<file path="src/rtl/adc_host_pkg.sv">
// Shared types and constants for the ADC host-side sequencer and its result FIFO.
package adc_host_pkg;

    localparam int RESULT_W = 16;
    localparam int CFG_W    = 16;

    typedef enum logic [1:0] {
        IDLE      = 2'd0,
        START     = 2'd1,
        WAIT_DONE = 2'd2,
        CAPTURE   = 2'd3
    } seq_state_t;

endpackage

</file>
<file path="src/rtl/adc_result_fifo.sv">
// Small synchronous result FIFO with valid/ready read side and a full flag.
// A pop and a push in the same cycle are resolved pop-first, so a full FIFO
// can still accept a new word when the head is being consumed.
module adc_result_fifo #(
    parameter int DEPTH = 4,
    parameter int WIDTH = 16
) (
    input  logic             clk,
    input  logic             rst_n,
    input  logic             push,
    input  logic [WIDTH-1:0] push_data,
    input  logic             pop,
    output logic             valid,
    output logic [WIDTH-1:0] data,
    output logic             full
);

    localparam int AW = (DEPTH > 1) ? $clog2(DEPTH) : 1;
    localparam logic [AW:0] FULL_CNT = (AW + 1)'(DEPTH);

    logic [WIDTH-1:0] mem_q [DEPTH];
    logic [WIDTH-1:0] mem_d [DEPTH];
    logic [AW-1:0]    wr_ptr_q, wr_ptr_d;
    logic [AW-1:0]    rd_ptr_q, rd_ptr_d;
    logic [AW:0]      count_q, count_d;
    logic             pop_ok;
    logic             push_ok;

    assign pop_ok  = pop && (count_q != '0);
    assign push_ok = push && ((count_q != FULL_CNT) || pop_ok);

    // Next pointers, occupancy and storage contents for this cycle's push/pop.
    always_comb begin
        mem_d    = mem_q;
        wr_ptr_d = wr_ptr_q;
        rd_ptr_d = rd_ptr_q;
        count_d  = count_q;

        if (pop_ok) begin
            rd_ptr_d = rd_ptr_q + AW'(1);
        end

        if (push_ok) begin
            mem_d[wr_ptr_q] = push_data;
            wr_ptr_d        = wr_ptr_q + AW'(1);
        end

        case ({push_ok, pop_ok})
            2'b10:   count_d = count_q + (AW + 1)'(1);
            2'b01:   count_d = count_q - (AW + 1)'(1);
            default: count_d = count_q;
        endcase
    end

    // Register FIFO state; reset empties it and clears stored words.
    always_ff @(posedge clk) begin
        if (!rst_n) begin
            for (int i = 0; i < DEPTH; i++) begin
                mem_q[i] <= '0;
            end
            wr_ptr_q <= '0;
            rd_ptr_q <= '0;
            count_q  <= '0;
        end else begin
            mem_q    <= mem_d;
            wr_ptr_q <= wr_ptr_d;
            rd_ptr_q <= rd_ptr_d;
            count_q  <= count_d;
        end
    end

    assign valid = (count_q != '0);
    assign full  = (count_q == FULL_CNT);
    // The head word reads as zero while empty so the output is clean after reset.
    assign data  = valid ? mem_q[rd_ptr_q] : '0;

endmodule

</file>
<file path="src/rtl/adc_host_sequencer.sv">
// System-clock-side sequencer for the SAR ADC: issues start pulses, freezes the
// config words for the duration of a conversion, synchronises the ADC's
// asynchronous finished level and queues results into a small FIFO.
module adc_host_sequencer
    import adc_host_pkg::*;
#(
    parameter int FIFO_DEPTH   = 4,
    parameter int START_CYCLES = 4,
    parameter int TIMEOUT_W    = 16,
    parameter int PERIOD_W     = 16
) (
    input  logic                clk,
    input  logic                rst_n,
    input  logic                cmd_single,
    input  logic                cmd_continuous,
    input  logic [PERIOD_W-1:0] cfg_period,
    input  logic [TIMEOUT_W-1:0] cfg_timeout,
    input  logic [CFG_W-1:0]    cfg_word1_in,
    input  logic [CFG_W-1:0]    cfg_word2_in,
    output logic [CFG_W-1:0]    config_1_out,
    output logic [CFG_W-1:0]    config_2_out,
    output logic                start_conversion_out,
    input  logic                conversion_finished_in,
    input  logic [RESULT_W-1:0] result_in,
    output logic                res_valid,
    output logic [RESULT_W-1:0] res_data,
    input  logic                res_ready,
    output logic                busy,
    output logic                overflow,
    output logic                timeout,
    input  logic                clr_status
);

    localparam int SCW = (START_CYCLES > 1) ? $clog2(START_CYCLES + 1) : 1;
    localparam logic [SCW-1:0] START_LAST = SCW'(START_CYCLES - 1);

    seq_state_t           state_q, state_d;
    logic                 start_q, start_d;
    logic [SCW-1:0]       start_cnt_q, start_cnt_d;
    logic [TIMEOUT_W-1:0] tmo_cnt_q, tmo_cnt_d;
    logic [TIMEOUT_W-1:0] tmo_cnt_inc;
    logic [PERIOD_W-1:0]  period_q, period_d;
    logic [PERIOD_W-1:0]  period_dec;
    logic [PERIOD_W-1:0]  period_load;
    logic [CFG_W-1:0]     cfg1_q, cfg1_d;
    logic [CFG_W-1:0]     cfg2_q, cfg2_d;
    logic                 overflow_q, overflow_d;
    logic                 timeout_q, timeout_d;

    logic                 fin_meta_q;
    logic                 fin_sync_q;
    logic                 fin_prev_q;
    logic                 fin_rise;

    logic                 trigger;
    logic                 fifo_push;
    logic                 fifo_full;
    logic                 fifo_pop_ok;

    // Two-flop synchroniser for the asynchronous finished level, plus one more
    // flop to detect its rising edge in the clk domain.
    always_ff @(posedge clk) begin
        if (!rst_n) begin
            fin_meta_q <= 1'b0;
            fin_sync_q <= 1'b0;
            fin_prev_q <= 1'b0;
        end else begin
            fin_meta_q <= conversion_finished_in;
            fin_sync_q <= fin_meta_q;
            fin_prev_q <= fin_sync_q;
        end
    end

    assign fin_rise = fin_sync_q & ~fin_prev_q;

    // The trigger cycle itself is the first tick of the period, so loading
    // cfg_period-1 makes consecutive starts exactly cfg_period cycles apart.
    assign period_dec  = (period_q != '0) ? (period_q - PERIOD_W'(1)) : '0;
    assign period_load = (cfg_period != '0) ? (cfg_period - PERIOD_W'(1)) : '0;
    assign tmo_cnt_inc = (tmo_cnt_q != '1) ? (tmo_cnt_q + TIMEOUT_W'(1)) : tmo_cnt_q;

    assign trigger     = cmd_single || (cmd_continuous && (period_q == '0));
    assign fifo_pop_ok = res_valid && res_ready;

    // Sequencer next-state logic: trigger, start pulse timing, wait with
    // optional timeout, one-cycle result capture, and sticky status flags.
    always_comb begin
        state_d     = state_q;
        start_d     = start_q;
        start_cnt_d = start_cnt_q;
        tmo_cnt_d   = tmo_cnt_q;
        period_d    = period_dec;
        cfg1_d      = cfg1_q;
        cfg2_d      = cfg2_q;
        overflow_d  = overflow_q;
        timeout_d   = timeout_q;
        fifo_push   = 1'b0;

        // Clearing happens first so that a same-cycle event below re-sets the flag.
        if (clr_status) begin
            overflow_d = 1'b0;
            timeout_d  = 1'b0;
        end

        case (state_q)
            IDLE: begin
                if (trigger) begin
                    state_d     = START;
                    start_d     = 1'b1;
                    start_cnt_d = '0;
                    period_d    = period_load;
                    cfg1_d      = cfg_word1_in;
                    cfg2_d      = cfg_word2_in;
                end
            end

            START: begin
                if (start_cnt_q == START_LAST) begin
                    state_d   = WAIT_DONE;
                    start_d   = 1'b0;
                    tmo_cnt_d = '0;
                end else begin
                    start_cnt_d = start_cnt_q + SCW'(1);
                end
            end

            WAIT_DONE: begin
                tmo_cnt_d = tmo_cnt_inc;
                if (fin_rise) begin
                    state_d = CAPTURE;
                end else if ((cfg_timeout != '0) && (tmo_cnt_inc == cfg_timeout)) begin
                    state_d   = IDLE;
                    timeout_d = 1'b1;
                end
            end

            CAPTURE: begin
                fifo_push = 1'b1;
                if (fifo_full && !fifo_pop_ok) begin
                    overflow_d = 1'b1;
                end
                state_d = IDLE;
            end

            default: begin
                state_d = IDLE;
                start_d = 1'b0;
            end
        endcase
    end

    // Sequencer state and registered outputs; reset aborts any conversion.
    always_ff @(posedge clk) begin
        if (!rst_n) begin
            state_q     <= IDLE;
            start_q     <= 1'b0;
            start_cnt_q <= '0;
            tmo_cnt_q   <= '0;
            period_q    <= '0;
            cfg1_q      <= '0;
            cfg2_q      <= '0;
            overflow_q  <= 1'b0;
            timeout_q   <= 1'b0;
        end else begin
            state_q     <= state_d;
            start_q     <= start_d;
            start_cnt_q <= start_cnt_d;
            tmo_cnt_q   <= tmo_cnt_d;
            period_q    <= period_d;
            cfg1_q      <= cfg1_d;
            cfg2_q      <= cfg2_d;
            overflow_q  <= overflow_d;
            timeout_q   <= timeout_d;
        end
    end

    adc_result_fifo #(
        .DEPTH (FIFO_DEPTH),
        .WIDTH (RESULT_W)
    ) u_fifo (
        .clk       (clk),
        .rst_n     (rst_n),
        .push      (fifo_push),
        .push_data (result_in),
        .pop       (res_ready),
        .valid     (res_valid),
        .data      (res_data),
        .full      (fifo_full)
    );

    assign config_1_out         = cfg1_q;
    assign config_2_out         = cfg2_q;
    assign start_conversion_out = start_q;
    assign busy                 = (state_q != IDLE);
    assign overflow             = overflow_q;
    assign timeout              = timeout_q;

endmodule

</file>
<file path="config.mk">
export PLATFORM = sky130hd
export DESIGN_NAME = adc_host_sequencer
export DESIGN_NICKNAME = d
export VERILOG_FILES = /design/src/rtl/adc_host_pkg.sv /design/src/rtl/adc_result_fifo.sv /design/src/rtl/adc_host_sequencer.sv
export SDC_FILE = /design/constraint.sdc
export NUM_CORES = 1
export LEC_CHECK = 0
export ABC_AREA = 1
export BUFFER_PORTS_ARGS = -buffer_cell sky130_fd_sc_hd__buf_2
export CAP_MARGIN = 20
export CORE_ASPECT_RATIO = 0.6
export CORE_MARGIN = 5
export CORE_UTILIZATION = 30
export DETAILED_ROUTE_END_ITERATION = 8
export GPL_ROUTABILITY_DRIVEN = 0
export SYNTH_ARGS = -nofsm -noshare
export SYNTH_HDL_FRONTEND = slang
export SYNTH_SLANG_ARGS = --single-unit
export TNS_END_PERCENT = 50
</file>
<file path="constraint.sdc">
create_clock -name clk -period 2.2 [get_ports clk]
set_input_delay 0.33 -clock clk [delete_from_list [all_inputs] [get_ports clk]]
set_output_delay 0.33 -clock clk [all_outputs]
set_load 0.02 [all_outputs]
</file>
==> run summary, run 1 <==
PWR
---------------------------------------------------------------------------
Flop pwr share ...............................................        34.9%
Net switching power ..........................................      3.67 mW
Internal power of the cells ..................................      5.80 mW
Power per cell area .......................................... 1020 mW/mm^2
Portion of total power attributed to the clock network .......        29.2%
Combinational group share of total power .....................        35.9%
Sw frac ......................................................        38.8%
Leakage power of the design ..................................      4.03 nW
Total Power Consumption ......................................      9.47 mW
IR Drop Worst-Case VDD .......................................     0.594 mV

STA
---------------------------------------------------------------------------
Transition time at the pin with the least slew margin ........     0.529 ns
Min Hold Slack ...............................................     0.101 ns
Tmin final ...................................................      2.12 ns
Total count of max-transition violations in the final report .            0
Final count of hold timing violations ........................            0
Final clock period utilization by the worst path .............        96.4%
Worst Skew ...................................................   0.00996 ns
Max Clock Freq ...............................................      471 MHz
Count of endpoints failing setup in the final report .........            0
Worst Setup Slack, final .....................................    0.0782 ns
Unrepaired setup endpoints after global routing ..............         true
Rel. slew slack ..............................................        64.7%

PLACED DESIGN
---------------------------------------------------------------------------
Detailed-placement wirelength estimate .......................     16500 um
Placement-stage worst setup slack ............................   -0.0470 ns
Cell count after placement ...................................         1545
Buffers added on ports .......................................          139
Placed Area .................................................. 0.00862 sq mm

DRT
---------------------------------------------------------------------------
Total vias in the final route ................................         7585
Drt total wl .................................................     23100 um
Post-route ant nets ..........................................            0
WL per Instance ..............................................      14.6 um
Number of iterations in the first detailed-routing pass ......            5
Number of design rule violations left after detail routing ...            0
Via-per-instance ratio .......................................         4.79
Number of DRC violations after detailed-routing iteration 0 ..          619

CRITICAL PATH
---------------------------------------------------------------------------
Worst endpoint required time .................................      2.57 ns
Critical Setup Path Class ....................................   reg -> reg
Critical path peak fanout ....................................           19
CP Data Arrival Time .........................................      2.50 ns
Capturing element type of the critical path ..................     register
Crit path launch type ........................................     register
Timing startpoint of the critical path ....................... tmo_cnt_q[0]$_SDFFE_PN0P_
Worst R2R Start .............................................. tmo_cnt_q[0]$_SDFFE_PN0P_

SYNTHESIS
---------------------------------------------------------------------------
EDFF count, synth ............................................            0
Ys flop type ................................................. sky130_fd_sc_hd__dfxtp_1
Ys async rst share ...........................................           0%
Gate count after technology mapping ..........................         1096
Cell with the most instances after synthesis ................. sky130_fd_sc_hd__nand2_1
Synthesis-stage register bit count ...........................          146
Count of different cell masters after synthesis ..............           41
Leading area contributor after synthesis ..................... sky130_fd_sc_hd__dfxtp_1
Cell area after synthesis .................................... 0.00736 sq mm
Number of warnings printed during yosys synthesis ............            0
Mean post-synth cell area ....................................   6.72 sq um
Leading post-synthesis cells by cell area .................... sky130_fd_sc_hd__dfxtp_1 40%, sky130_fd_sc_hd__a21oi_1 11%, sky130_fd_sc_hd__nand2_1 10%
Syn Nets .....................................................         1194
Synth top cells by count ..................................... 202 x sky130_fd_sc_hd__nand2_1, 156 x sky130_fd_sc_hd__a21oi_1, 146 x sky130_fd_sc_hd__dfxtp_1
Share of the yosys chip area belonging to registers ..........        39.7%
Synth top area share .........................................        39.7%

GLOBAL ROUTE
---------------------------------------------------------------------------
Gr usage total ...............................................        16.4%
Global route overflow ........................................            0
Via count of the first global-routing pass ...................         6985
Maximum number of pins on one net before global-route repair .           65
Wire length of the first global-routing pass .................     37100 um
Initial antenna violation count ..............................            0

FINISH
---------------------------------------------------------------------------
Synth-to-layout area growth ..................................        26.5%
Total inserted antenna cells .................................            0
Finished layout cell area .................................... 0.00931 sq mm
Non-filler instance count after layout .......................         1583
Share of post-route cells with drive strength above 1 ........        21.0%
Count of nets after finishing ................................         1346

CLOCK TREE
---------------------------------------------------------------------------
Hold buffers post-CTS ........................................            0
Clock Path Buffers ...........................................            2
Maximum level of the CTS H-tree ..............................            4
CTS tree .....................................................         done
Total CTS buffers ............................................           17
Clock latency at the later pin of the worst-skew pair ........      0.44 ns
Clock Sink Count .............................................          146
Buffer cell driving the clock tree root ...................... sky130_fd_sc_hd__clkbuf_16
CTS clock-pin slew for the worst setup and hold paths ........      0.06 ns

MIN PATH
---------------------------------------------------------------------------
Hold Path Origin ............................................. conversion_finished_in
Type of the most critical hold path ..........................    in -> reg

DIE
---------------------------------------------------------------------------
Initial Util .................................................        30.5%
I/O pin total ................................................          140
Area of the placeable core ................................... 0.0242 sq mm
Die span in y ................................................       131 um
Die Area ..................................................... 0.0279 sq mm
Site Rows ....................................................           44
Width of the chip ............................................       212 um

RUN STATUS
---------------------------------------------------------------------------
Status ....................................................... finished, final reports clean

RUN
---------------------------------------------------------------------------
Max capacitance violation total ..............................            0

==> final timing paths <==
kind,end,slack [ns],depth (start not counted)
hold reg to reg,fin_prev_q$_SDFF_PN0_,0.42,2
hold / removal,fin_meta_q$_SDFF_PN0_,0.10,3
setup / recovery,timeout$_SDFF_PN0_,0.08,13
setup reg to reg,timeout$_SDFF_PN0_,0.08,13
==> cells by family (layout without fill, tap and decap cells) <==
| family | Yosys count | in the layout | synth area share (%) |
|---|---|---|---|
| AO/OA/AOI/OAI | 276 | 276 | 19.0 |
| AND/OR/NAND/NOR | 456 | 456 | 26.5 |
| flip-flops | 146 | 146 | 39.7 |
| XOR/XNOR | 28 | 28 | 3.52 |
| buffers and inverters | 179 | 344 | 9.29 |
| adder cells (fa/ha/maj) | 11 | 11 | 1.97 |
==> layout by cell type, fill, tap and decap left out, drive strengths merged, types with 6 or more instances in the layout <==
cell type	count
clkinvlp	6
clkinv	11
nand2	206
xor2	12
a21oi	157
nor3	9
nand4	12
nor2	143
dfxtp	146
inv	123
o21ai	112
ha	10
nand3	73
xnor2	15
buf	184
clkbuf	19
==> layout make-up <==
| class | instances | area [sq um] |
|---|---|---|
| clock inverters | 13 | 115 |
| repair inverters | 1 | 7.51 |
| repair buffers | 184 | 1100 |
| multi-input cells | 771 | 3840 |
| clock buffers | 19 | 433 |
| well taps | 322 | 403 |
| inverters | 127 | 483 |
| fillers | 2540 | 14900 |
| flip-flops and latches | 146 | 2930 |
==> per-stage QoR <==
| step | TNS, ns | util (%) |
|---|---|---|
| floorplan | 0 | - |
| global placement | 0 | 35.7 |
| detailed placement | -0.140 | 35.7 |
| CTS | 0 | 37.9 |
| global route | -0.145 | 38.5 |
| finish | 0 | 38.5 |
==> power by group through the flow <==
stage,clock network (mW),registers (mW),logic (mW)
after floorplan,0,3.51,1.96
after detailed placement,0,3.34,3.26
after global routing,2.96,3.35,3.82
after global placement,0,3.34,3.26
final,2.77,3.30,3.40
after CTS,2.85,3.30,3.28
==> what timing repair did <==
item	4_1_cts	5_1_grt
gates resized for setup	0	38
setup endpoints to repair	0	23
buffers inserted	0	5
==> flip-flops by register name, indices dropped and copies added (netlist names), 3 cells and up <==
register,flops
config_1_out,16
config_2_out,16
period_q,16
start_cnt_q,3
tmo_cnt_q,16
u_fifo.count_q,3
u_fifo.mem_q,64
==> worst max-delay path, cell delays in order, from the launching register on <==
cell,delay [ns]
sky130_fd_sc_hd__dfxtp_4,0.36
sky130_fd_sc_hd__ha_2,0.19
sky130_fd_sc_hd__inv_2,0.06
sky130_fd_sc_hd__nor2_4,0.04
sky130_fd_sc_hd__nand2_4,0.13
sky130_fd_sc_hd__nor2_8,0.07
sky130_fd_sc_hd__inv_4,0.16
sky130_fd_sc_hd__nand2_1,0.11
sky130_fd_sc_hd__nand2_1,0.09
sky130_fd_sc_hd__nand2_1,0.07
sky130_fd_sc_hd__or3b_1,0.41
sky130_fd_sc_hd__nor2_2,0.15
sky130_fd_sc_hd__nand3_1,0.09
sky130_fd_sc_hd__a21oi_2,0.11
==> per-layer routing <==
metal | share of wire [%] | vias to the layer above | track usage [%] | wire length [um]
met5 | 0 | - | 0 | 0
met3 | 11 | 21 | 5.91 | 2470
met2 | 37 | 300 | 20.9 | 8570
met4 | 1.5 | 0 | 4.83 | 350
met1 | 51 | 3410 | 25.3 | 11700
li1 | - | 3854 | - | -
No activity file was read; power rests on OpenSTA's default activity.
==> inputs of run 2 (changes only) <==
--- a/config.mk
+++ b/config.mk
@@ -5,7 +5,6 @@
 export SDC_FILE = /design/constraint.sdc
 export NUM_CORES = 1
 export LEC_CHECK = 0
-export ABC_AREA = 1
 export BUFFER_PORTS_ARGS = -buffer_cell sky130_fd_sc_hd__buf_2
 export CAP_MARGIN = 20
 export CORE_ASPECT_RATIO = 0.6
==> run summary, run 2 <==
CRITICAL PATH
---------------------------------------------------------------------------
Critical path peak fanout ....................................            5
Count of buffer and inverter cells on the critical path ......            1
Worst-path cell with the longest stage delay ................. sky130_fd_sc_hd__or4_4
Capturing element type of the critical path ..................     register
Ordered list of cells on the worst path ...................... ha_4, nand3_4, buf_4, a211oi_2, a21oi_1, xor2_1, or4_4, a2111oi_4, a311oi_1
CP Data Arrival Time .........................................      2.56 ns
Worst endpoint required time .................................      2.48 ns
Crit path launch type ........................................     register
Critical Setup Path Class ....................................   reg -> reg
Cell family with most CP delay ............................... compound AO/OA/AOI/OAI gates
CP max stage delay ...........................................      0.43 ns

SYNTHESIS
---------------------------------------------------------------------------
EDFF count, synth ............................................            0
Ys async rst share ...........................................           0%
Syn Nets .....................................................          987
Synth top area share .........................................        40.4%
Cell with the most instances after synthesis ................. sky130_fd_sc_hd__nand2_1
Leading post-synthesis cells by cell area .................... sky130_fd_sc_hd__dfxtp_1 40%, sky130_fd_sc_hd__nand2_1 11%, sky130_fd_sc_hd__a21oi_1 8.4%
Cell area after synthesis .................................... 0.00723 sq mm
Synthesis-stage register bit count ...........................          146
Ys flop type ................................................. sky130_fd_sc_hd__dfxtp_1
Synth top cells by count ..................................... 219 x sky130_fd_sc_hd__nand2_1, 146 x sky130_fd_sc_hd__dfxtp_1, 122 x sky130_fd_sc_hd__a21oi_1
Share of the yosys chip area belonging to registers ..........        40.4%
Leading area contributor after synthesis ..................... sky130_fd_sc_hd__dfxtp_1
Count of different cell masters after synthesis ..............           68
Mean post-synth cell area ....................................   8.13 sq um
Gate count after technology mapping ..........................          889
Number of warnings printed during yosys synthesis ............            0

STA
---------------------------------------------------------------------------
Final clock period utilization by the worst path .............         104%
Min Hold Slack ...............................................     0.127 ns
Tmin final ...................................................      2.28 ns
Rel. slew slack ..............................................        63.0%
Final count of hold timing violations ........................            0
Final setup TNS ..............................................    -0.128 ns
Worst Skew ...................................................   0.00876 ns
Transition time at the pin with the least slew margin ........     0.551 ns
Worst Setup Slack, final .....................................   -0.0772 ns
Total count of max-transition violations in the final report .            0
Unrepaired setup endpoints after global routing ..............         true
Max Clock Freq ...............................................      439 MHz
Count of endpoints failing setup in the final report .........            2

GLOBAL ROUTE
---------------------------------------------------------------------------
Gr usage total ...............................................        15.7%
Initial antenna violation count ..............................            0
Global route overflow ........................................            0
Wire length of the first global-routing pass .................     34300 um
Via count of the first global-routing pass ...................         6262
Maximum number of pins on one net before global-route repair .           54

PWR
---------------------------------------------------------------------------
Power per cell area ..........................................  708 mW/mm^2
Sw frac ......................................................        26.3%
Leakage power of the design ..................................      3.76 nW
Internal power of the cells ..................................      5.06 mW
Flop pwr share ...............................................        41.3%
Net switching power ..........................................      1.81 mW
IR Drop Worst-Case VDD .......................................     0.474 mV
Portion of total power attributed to the clock network .......        42.8%
Combinational group share of total power .....................        15.9%

DRT
---------------------------------------------------------------------------
Total vias in the final route ................................         6984
Number of iterations in the first detailed-routing pass ......            5
Drt total wl .................................................     22400 um
Number of design rule violations left after detail routing ...            0
Post-route ant nets ..........................................            0
Number of DRC violations after detailed-routing iteration 0 ..          730
Via-per-instance ratio .......................................         4.96
WL per Instance ..............................................      15.9 um

DIE
---------------------------------------------------------------------------
Initial Util .................................................        30.2%
Area of the placeable core ................................... 0.0239 sq mm
I/O pin total ................................................          140
Width of the chip ............................................       210 um
Die span in y ................................................       130 um
Die Area ..................................................... 0.0274 sq mm
Site Rows ....................................................           44

RUN STATUS
---------------------------------------------------------------------------
Status ....................................................... finished with violations
Violated checks .............................................. negative setup slack

MIN PATH
---------------------------------------------------------------------------
Type of the most critical hold path ..........................    in -> reg

CLOCK TREE
---------------------------------------------------------------------------
Buffer cell driving the clock tree root ...................... sky130_fd_sc_hd__clkbuf_16
Clock latency at the later pin of the worst-skew pair ........      0.42 ns
Maximum level of the CTS H-tree ..............................            4
Total CTS buffers ............................................           17
Clock Path Buffers ...........................................            2
Hold buffers post-CTS ........................................            0
Clock Sink Count .............................................          146
CTS tree .....................................................         done
CTS clock-pin slew for the worst setup and hold paths ........      0.06 ns

FINISH
---------------------------------------------------------------------------
Total inserted antenna cells .................................            0
Largest register by flop count ............................... u_fifo.mem_q
Synth-to-layout area growth ..................................        34.2%
Most common cell after layout, fill and taps aside ........... sky130_fd_sc_hd__nand2_1
Share of post-route cells with drive strength above 1 ........        30.1%
Count of nets after finishing ................................         1171
Flip-flop count of the largest register after layout .........           64
Most used cells in the layout excluding fill and tap cells ... 219 x sky130_fd_sc_hd__nand2_1, 138 x sky130_fd_sc_hd__dfxtp_1, 133 x sky130_fd_sc_hd__buf_2, 110 x sky130_fd_sc_hd__a21oi_1, 71 x sky130_fd_sc_hd__buf_4

PLACED DESIGN
---------------------------------------------------------------------------
Buffers added on ports .......................................          139
Detailed-placement wirelength estimate .......................     15600 um

RUN
---------------------------------------------------------------------------
Max capacitance violation total ..............................            0

==> run 2: changes by cell type in the layout (fill, tap and decap cells not counted), sizes merged, moves of 17 or more <==
cell	previous run	this run
buf	184	221
o21ai	112	13
nand3	73	18
and2	0	26
inv	123	17
xnor2	15	32
a21oi	157	122
nor2	143	50
==> run 2: worst reg2reg max path: cells and delay by family (launching register included) <==
kind | cells | cell delay, ns
AO/OA/AOI/OAI | 4 | 0.74
XOR/XNOR | 1 | 0.15
adder cells (fa/ha/maj) | 1 | 0.16
AND/OR/NAND/NOR | 2 | 0.56
buffers and inverters | 1 | 0.18
flip-flops | 1 | 0.35
==> run 2: area by class of cell <==
cell class	instances	area, sq um
Sequential cell	146	2940
Inverter	17	66.3
Timing Repair Buffer	222	1540
Fill cell	2410	14200
Tap cell	322	403
Clock buffer	21	450
Clock inverter	10	135
Multi-Input combinational cell	669	4170
==> run 2: path summary, 6_finish.rpt <==
kind                                                    start                       endpoint  slack, ns  cells past startpoint
worst min register to register  u_fifo.mem_q[12]$_SDFFE_PN0P_  u_fifo.mem_q[12]$_SDFFE_PN0P_       0.45                      2
worst max-delay path                tmo_cnt_q[1]$_SDFFE_PN0P_        state_q[1]$_SDFFE_PN0P_      -0.08                      9
worst max register to register      tmo_cnt_q[1]$_SDFFE_PN0P_        state_q[1]$_SDFFE_PN0P_      -0.08                      9
worst min-delay path                   conversion_finished_in          fin_meta_q$_SDFF_PN0_       0.13                      2
==> run 2: power groups by stage <==
stage	Sequential (mW)	Combinational (mW)	Clock [mW]
2_1_floorplan	2.94	0.541	0
3_3_place_gp	2.89	0.969	0
3_5_place_dp	2.89	0.978	0
4_1_cts	2.83	0.986	3.04
5_1_grt	2.85	1.19	3.14
6_report	2.84	1.09	2.94
==> run 2: metrics by stage <==
| step | cells | power, mW | instance area [sq um] | util (%) | setup slack [ns] |
|---|---|---|---|---|---|
| 4_1_cts | 1399 | 6.85 | 9470 | 39.6 | -0.0263 |
| 3_5_place_dp | 1366 | 3.87 | 8840 | 36.9 | -0.145 |
| 5_1_grt | 1407 | 7.18 | 9700 | 40.5 | -0.186 |
| 6_report | 1407 | 6.87 | 9700 | 40.5 | -0.0772 |
| 2_1_floorplan | 889 | 3.48 | 7280 | - | -0.120 |
| 3_3_place_gp | 1366 | 3.86 | 8840 | 36.9 | -0.111 |
==> run 2: cells by family after synthesis <==
family,count (synthesis),share of synthesized area [%]
AO/OA/AOI/OAI,182,15.1
multiplexers,20,5.54
buffers and inverters,75,4.38
adder cells (fa/ha/maj),11,2.01
AND/OR/NAND/NOR,408,26.9
XOR/XNOR,47,5.69
flip-flops,146,40.4
==> run 2: what timing repair did <==
action | in CTS | in global routing
hold endpoints to repair | 0 | 0
setup buffers | 2 | 5
setup endpoints to repair | 22 | 71
gates cloned | 0 | 3
gates resized for setup | 10 | 38
pin swaps | 2 | 16
==> run 2: routing by layer <==
metal | global-route usage [%] | vias to the layer above | wire length (um)
li1 | - | 3436 | -
met3 | 4.59 | 18 | 1840
met4 | 3.77 | 0 | 237
met1 | 23.8 | 3273 | 11500
met2 | 21.7 | 257 | 8840
met5 | 0 | - | 0
